## config.mk

```make
export PLATFORM = sky130hd
export DESIGN_NAME = bnn_acc_thresh
export DESIGN_NICKNAME = d
export VERILOG_FILES = /design/src/rtl/bnn_acc_pkg.sv /design/src/rtl/bnn_acc_thresh_sat_add.sv /design/src/rtl/bnn_acc_thresh.sv
export SDC_FILE = /design/constraint.sdc
export NUM_CORES = 1
export LEC_CHECK = 0
export ABC_CLOCK_PERIOD_IN_PS = 6200
export BUFFER_PORTS_ARGS = -buffer_cell sky130_fd_sc_hd__buf_2
export CORE_ASPECT_RATIO = 0.75
export CORE_UTILIZATION = 45
export CTS_BUF_LIST = sky130_fd_sc_hd__clkbuf_2
export CTS_CLUSTER_DIAMETER = 80
export DETAILED_ROUTE_END_ITERATION = 8
export SLEW_MARGIN = 15
export SYNTH_ARGS = -nofsm -noshare
export SYNTH_HDL_FRONTEND = slang
export SYNTH_HIERARCHICAL = 1
export SYNTH_SLANG_ARGS = --single-unit
```

## constraint.sdc

```tcl
create_clock -name clk -period 6.2 [get_ports clk]
set_clock_uncertainty 0.15 [all_clocks]
set_input_delay 1.24 -clock clk [delete_from_list [all_inputs] [get_ports clk]]
set_output_delay 1.24 -clock clk [all_outputs]
set_load 0.005 [all_outputs]
```

## src/rtl/bnn_acc_pkg.sv

```systemverilog
// Shared defaults, saturation limits and FSM state type for the binarized
// accumulate/threshold/pack stage.
package bnn_acc_pkg;

  localparam int PROD_W_DEF = 12;
  localparam int ACC_W_DEF  = 16;
  localparam int PACK_W_DEF = 16;

  localparam logic signed [ACC_W_DEF-1:0] ACC_MAX = 16'sh7FFF;
  localparam logic signed [ACC_W_DEF-1:0] ACC_MIN = 16'sh8000;

  typedef enum logic {
    RUN  = 1'b0,
    HOLD = 1'b1
  } state_t;

endpackage

```

## src/rtl/bnn_acc_thresh_sat_add.sv

```systemverilog
// Combinational saturating adder: sign-extends the product, adds it to the
// accumulator and clamps the result to the signed accumulator range.
module bnn_sat_add #(
  parameter int PROD_W = 12,
  parameter int ACC_W  = 16
) (
  input  logic signed [ACC_W-1:0]  i_acc,
  input  logic signed [PROD_W-1:0] i_prod,
  output logic signed [ACC_W-1:0]  o_sum
);

  localparam logic signed [ACC_W-1:0] SAT_MAX = {1'b0, {(ACC_W-1){1'b1}}};
  localparam logic signed [ACC_W-1:0] SAT_MIN = {1'b1, {(ACC_W-1){1'b0}}};

  logic signed [ACC_W:0] w_wide;

  assign w_wide = {i_acc[ACC_W-1], i_acc}
                + {{(ACC_W+1-PROD_W){i_prod[PROD_W-1]}}, i_prod};

  // One guard bit is enough: overflow shows as the top two bits disagreeing.
  always_comb begin
    o_sum = w_wide[ACC_W-1:0];
    if (w_wide[ACC_W] != w_wide[ACC_W-1]) begin
      o_sum = w_wide[ACC_W] ? SAT_MIN : SAT_MAX;
    end
  end

endmodule

```

## src/rtl/bnn_acc_thresh.sv

```systemverilog
// Accumulates signed products per neuron, thresholds each neuron to one bit
// and packs bits into words with a one-deep output register and flush support.
module bnn_acc_thresh
  import bnn_acc_pkg::*;
#(
  parameter int PROD_W = PROD_W_DEF,
  parameter int ACC_W  = ACC_W_DEF,
  parameter int PACK_W = PACK_W_DEF
) (
  input  logic                      clk,
  input  logic                      reset,
  input  logic                      prod_valid,
  output logic                      prod_ready,
  input  logic signed [PROD_W-1:0]  prod_data,
  input  logic                      prod_last,
  input  logic signed [ACC_W-1:0]   thresh,
  input  logic                      flush,
  output logic                      out_valid,
  input  logic                      out_ready,
  output logic [PACK_W-1:0]         out_data,
  output logic [$clog2(PACK_W):0]   out_count,
  output state_t                    dbg_state
);

  localparam int CNT_W = $clog2(PACK_W) + 1;
  localparam logic [CNT_W-1:0] FULL_CNT = CNT_W'(PACK_W);

  // Handshakes: a transfer happens on a rising edge where valid && ready are
  // both high; ready never looks at valid, and the source holds its payload
  // stable while valid is high and ready is low.

  state_t                   r_state, w_state_nxt;
  logic signed [ACC_W-1:0]  r_acc, w_acc_nxt;
  logic [PACK_W-1:0]        r_pack, w_pack_nxt;
  logic [CNT_W-1:0]         r_idx, w_idx_nxt;
  logic                     r_flush_pend, w_flush_pend_nxt;
  logic                     r_out_valid, w_out_valid_nxt;
  logic [PACK_W-1:0]        r_out_data, w_out_data_nxt;
  logic [CNT_W-1:0]         r_out_count, w_out_count_nxt;

  logic signed [ACC_W-1:0]  w_sum;
  logic                     w_out_free, w_acc_beat, w_last_beat, w_bit;
  logic                     w_hold_xfer, w_flush_eff, w_full, w_emit_req;
  logic [PACK_W-1:0]        w_base_pack, w_new_pack;
  logic [CNT_W-1:0]         w_base_idx, w_new_idx;

  bnn_sat_add #(.PROD_W(PROD_W), .ACC_W(ACC_W)) u_sat_add (
    .i_acc  (r_acc),
    .i_prod (prod_data),
    .o_sum  (w_sum)
  );

  assign w_out_free  = !r_out_valid || out_ready;
  assign prod_ready  = w_out_free || (r_state == RUN);
  assign w_acc_beat  = prod_valid && prod_ready;
  assign w_last_beat = w_acc_beat && prod_last;
  assign w_bit       = (w_sum >= thresh);

  // Leaving HOLD moves the pending full word out, so new bits start at zero.
  assign w_hold_xfer = (r_state == HOLD) && out_ready;
  assign w_base_pack = w_hold_xfer ? '0 : r_pack;
  assign w_base_idx  = w_hold_xfer ? '0 : r_idx;
  assign w_new_pack  = w_base_pack | (PACK_W'(w_last_beat && w_bit) << w_base_idx);
  assign w_new_idx   = w_base_idx + CNT_W'(w_last_beat);

  assign w_flush_eff = flush || r_flush_pend;
  assign w_full      = (w_new_idx == FULL_CNT);
  assign w_emit_req  = w_full || (w_flush_eff && (w_new_idx != '0));

  always_comb begin
    w_state_nxt      = r_state;
    w_acc_nxt        = r_acc;
    w_pack_nxt       = r_pack;
    w_idx_nxt        = r_idx;
    w_flush_pend_nxt = r_flush_pend;
    w_out_valid_nxt  = r_out_valid && !out_ready;
    w_out_data_nxt   = r_out_data;
    w_out_count_nxt  = r_out_count;

    if (w_acc_beat) begin
      w_acc_nxt = prod_last ? '0 : w_sum;
    end

    case (r_state)
      RUN: begin
        if (w_emit_req && w_out_free) begin
          w_out_valid_nxt  = 1'b1;
          w_out_data_nxt   = w_new_pack;
          w_out_count_nxt  = w_new_idx;
          w_pack_nxt       = '0;
          w_idx_nxt        = '0;
          w_flush_pend_nxt = 1'b0;
        end else if (w_full) begin
          w_state_nxt      = HOLD;
          w_pack_nxt       = w_new_pack;
          w_idx_nxt        = w_new_idx;
          w_flush_pend_nxt = 1'b0;
        end else begin
          w_pack_nxt       = w_new_pack;
          w_idx_nxt        = w_new_idx;
          w_flush_pend_nxt = w_flush_eff && !w_out_free;
        end
      end
      HOLD: begin
        // The pending full word already covers every bit, so flush is absorbed
        // until the word moves into the output register.
        w_flush_pend_nxt = 1'b0;
        if (out_ready) begin
          w_state_nxt      = RUN;
          w_out_valid_nxt  = 1'b1;
          w_out_data_nxt   = r_pack;
          w_out_count_nxt  = FULL_CNT;
          w_pack_nxt       = w_new_pack;
          w_idx_nxt        = w_new_idx;
          w_flush_pend_nxt = flush;
        end
      end
      default: w_state_nxt = RUN;
    endcase
  end

  always_ff @(posedge clk or posedge reset) begin
    if (reset) begin
      r_state      <= RUN;
      r_acc        <= '0;
      r_pack       <= '0;
      r_idx        <= '0;
      r_flush_pend <= 1'b0;
      r_out_valid  <= 1'b0;
      r_out_data   <= '0;
      r_out_count  <= '0;
    end else begin
      r_state      <= w_state_nxt;
      r_acc        <= w_acc_nxt;
      r_pack       <= w_pack_nxt;
      r_idx        <= w_idx_nxt;
      r_flush_pend <= w_flush_pend_nxt;
      r_out_valid  <= w_out_valid_nxt;
      r_out_data   <= w_out_data_nxt;
      r_out_count  <= w_out_count_nxt;
    end
  end

  assign out_valid = r_out_valid;
  assign out_data  = r_out_data;
  assign out_count = r_out_count;
  assign dbg_state = r_state;

endmodule

```

==> impl_metrics.csv <==
group,metric,value,unit
final_layout,seqCellArea,0.001526,mm^2
logic_synthesis,yosys_register_bits,61,
final_layout,fill_cells,963,
power,combinationalPowerShare,0.635,
logic_synthesis,post_synth_top_flop,"sky130_fd_sc_hd__dfrtp_1",
logic_synthesis,yosysWarnings,6,
route,post_drt_via_cell_ratio,5.598,
logic_synthesis,synth_cell_type_count,78,
min_path,hold_path_class,"reg -> reg",
logic_synthesis,ys_top_cells_by_area,"sky130_fd_sc_hd__dfrtp_1 (33%), sky130_fd_sc_hd__ha_1 (9.1%), sky130_fd_sc_hd__nand2_1 (5.7%), sky130_fd_sc_hd__o21ai_0 (4.1%), sky130_fd_sc_hd__mux2i_1 (3.4%)",
final_layout,fin_area,0.005162,mm^2
cts,clkLatencyLatePin,0.53,ns
final_layout,layout.core_utilization,0.5240,
power,power_frac_clock,0.150,
die,ios,58,
cts,maximum_buffer_depth_of_the_clock_tree,2,
logic_synthesis,synth_largest_area_cell,"sky130_fd_sc_hd__dfrtp_1",
logic_synthesis,dominant_cell_by_count_in_the_synthesized_netlist,"sky130_fd_sc_hd__nand2_1",
setup_path,worst_path_largest_cell_delay,0.59,ns
setup_path,timing.critical_path.cells,"buf_2, ha_1, o21ai_1, nor3_2, o2111ai_1, a31oi_1, buf_4, nor2_1, o211ai_1, a21boi_1, inv_1, ha_1, nand2b_1, a2111oi_0, o311ai_2, and4_1, a221o_1",
final_layout,layout.nets,636,
sta,drv_slew,0,
sta,max_clock_freq,0.1906,GHz
die,die_height,90.23,um
cts,post_cts_resized,0,
grt,grt_start_max_net_pins,62,
setup_path,crit_slowest_cell,"sky130_fd_sc_hd__a2111oi_0",
power,power.internal,1.360,mW
cts,cts-root-buf,"sky130_fd_sc_hd__clkbuf_2",
power,cellLeakagePower,2.474,nW
sta,tns_setup,0,ns
power,ir_worst_vdd,0.2026,mV
setup_path,timing.rr.end,"out_data[15]",
route,tritonroute_pass_1_iters,5,
logic_synthesis,seq_area_frac_synth,0.3268,
logic_synthesis,yosys.area.top_type_share,0.3268,
sta,timing.final.crit_share,0.8461,
logic_synthesis,syn_avg_cell_area,8.914,um^2
flow_run,number_of_maximum_capacitance_violations,0,
sta,report.final.setup_viol,0,
logic_synthesis,synth-edff-count,0,
route,vias,3941,
route,drt-wirelength-per-cell,16.45,um
logic_synthesis,synthCells,524,
setup_path,ff2ff_setup_slack,1.28,ns
grt,first_pass_grt_wire_length,19250,um
min_path,min_path_cells,2,
min_path,worstHoldStart,"r_pack[6]",
final_layout,synthToLayoutAreaGrowth,10.53,%
die,die-area,0.01080,mm^2
grt,global_route.overflow_total,0,
grt,grt_antenna_before_repair,0,
grt,number_of_global_route_vias_before_repair,3736,
sta,layout_min_cycle_time,5.246,ns
final_layout,layout-drive-gt1-share,0.1906,
cts,tritoncts,"yes",
logic_synthesis,synth-async-reset-ratio,1.000,
grt,grt.total_usage,0.2269,
logic_synthesis,synth_cell_area,0.004671,mm^2
final_layout,multi_input_comb_area,0.002845,mm^2
cts,cts_htree_levels,3,
setup_path,critical-path-top-cell-by-count,"sky130_fd_sc_hd__ha_1",
sta,rsz0062_at_grt,"false",
min_path,terminating_pin_of_the_worst_hold_path,"out_data[6]",
setup_path,timing.setup.critical_path_class,"in -> reg",
placement,hpwlAfterDp,8652,um
logic_synthesis,post_synth_most_frequent_cells,"sky130_fd_sc_hd__nand2_1 (71), sky130_fd_sc_hd__dfrtp_1 (61), sky130_fd_sc_hd__o21ai_0 (38), sky130_fd_sc_hd__ha_1 (34), sky130_fd_sc_hd__nor2_1 (33)",
cts,post-cts-setup-buffer-count,0,
cts,cts_hold_buffers,0,
placement,place.port_buffers,57,
route,antenna_left,0,
sta,holdWs,0.3667,ns
power,cellPowerDensity,497.1,mW/mm^2
power,net-switching-power,1.206,mW
placement,gpl.final_weighted_congestion,0.8698,
die,floorplan.core_area,0.009852,mm^2
setup_path,setup.worst_path.end_class,"register",
setup_path,path_max_fanout,14,
cts,clock_sink_count,61,
cts,numCtsBuffers,9,
cts,clk_pin_slew,0.19,ns
power,netSwitchingFraction,0.4699,
setup_path,crit_start,"prod_data[3]",
placement,postPlaceCellArea,0.004972,mm^2
run_status,status,"completed",
die,placementRows,31,
sta,timing_worst_slew_pin_value,0.8164,ns
die,starting_utilization_of_the_core_area,0.4741,
route,total_routed_length,11580,um
die,dieWidth,119.6,um
sta,slew_headroom,0.4557,
sta,finalHoldViolCount,0,
route,drt_iter0_markers,258,
final_layout,antenna_cells_inserted,0,
logic_synthesis,syn_nets,593,
setup_path,startpoint_type,"primary input",
power,power.sequential.fraction,0.215,
setup_path,reg2reg_depth,16,
setup_path,crit-reg2reg-launch,"r_acc[6]",
power,report.power.total,2.566,mW
setup_path,critical_path_required,6.47,ns
route,drc_errors,0,
setup_path,cp_data_arrival_time,5.52,ns
state kept, by name, indices dropped and copies added, names as in the netlist:
name          flops
dbg_state         1
r_acc            16
r_idx             5
r_pack           16
out_count         5
r_flush_pend      1
out_valid         1
out_data         16
cell usage in the layout (no fill, tap or decap), drive strengths merged, types with 3 or more instances in the layout:
| master | netlist | routed |
|---|---|---|
| a211o | 3 | 3 |
| o41ai | 3 | 3 |
| and4 | 3 | 3 |
| inv | 30 | 31 |
| mux2i | 17 | 17 |
| or2 | 5 | 5 |
| o21ai | 41 | 41 |
| a21oi | 24 | 24 |
| nand4 | 4 | 4 |
| buf | 21 | 62 |
| bufinv | 0 | 4 |
| a32o | 5 | 5 |
| maj3 | 18 | 18 |
| o211ai | 7 | 7 |
| nor2b | 11 | 11 |
| nand2 | 72 | 72 |
| o31ai | 13 | 13 |
| nor2 | 34 | 34 |
| a211oi | 6 | 6 |
| xnor2 | 4 | 4 |
| and2 | 4 | 4 |
| nand3 | 20 | 20 |
| clkbuf | 9 | 9 |
| xor2 | 10 | 10 |
| dfrtp | 61 | 61 |
| a21o | 5 | 5 |
| nor3 | 9 | 9 |
| or3 | 3 | 3 |
| ha | 34 | 34 |
| nand2b | 5 | 5 |
| a22o | 4 | 4 |
| a221o | 9 | 9 |
critical path, delay by kind of cell:
family | cells | cell delay (ns)
AO/OA/AOI/OAI | 8 | 2.35
AND/OR/NAND/NOR | 4 | 0.84
adder cells (fa/ha/maj) | 2 | 0.61
buffers and inverters | 3 | 0.48
cell families after synthesis:
family / synth area share
mux: 0.04473
simple gates: 0.1862
fa+ha+maj: 0.1350
xor+xnor: 0.03188
flops: 0.3268
compound gates: 0.2114
buf+inv: 0.06402
how the worst max path moves through the flow:
stage	to	slack, ns	cells after the start
finish	out_data[15]	0.95	17
global route	out_data[7]	0.63	17
CTS	out_data[8]	1.03	17
detailed placement	out_data[15]	0.45	17
global placement	out_data[3]	0.62	16
floorplan	out_data[15]	0.99	19
area by class of cell:
type / instances / area share
multi-input cells: 403 / 0.5511
flip-flops and latches: 61 / 0.2957
repair buffers: 62 / 0.06253
well taps: 132 / 0.03199
clock inverters: 7 / 0.02811
inverters: 30 / 0.02181
clock buffers: 9 / 0.008725
power groups by stage:
stage,clock (mW),combinational (mW),sequential (mW)
final,0.384,1.63,0.552
after global routing,0.409,1.81,0.567
after CTS,0.394,1.61,0.553
after detailed placement,0,1.60,0.560
after global placement,0,1.58,0.557
after floorplan,0,1.30,0.542
stage by stage:
step	std cells	worst slack, ns
after floorplan	524	0.9927
after global placement	688	0.6239
after detailed placement	688	0.4469
after CTS	704	1.025
after global routing	704	0.6266
final	704	0.9540
routing by layer:
metal | part of all wire | GRT usage | vias up
met5 | 0 | 0 | -
met4 | 0.012 | 0.05000 | 0
met3 | 0.052 | 0.05140 | 12
met2 | 0.39 | 0.3078 | 97
met1 | 0.55 | 0.3580 | 1850
li1 | - | - | 1982
(Power assumes the default switching activity.)
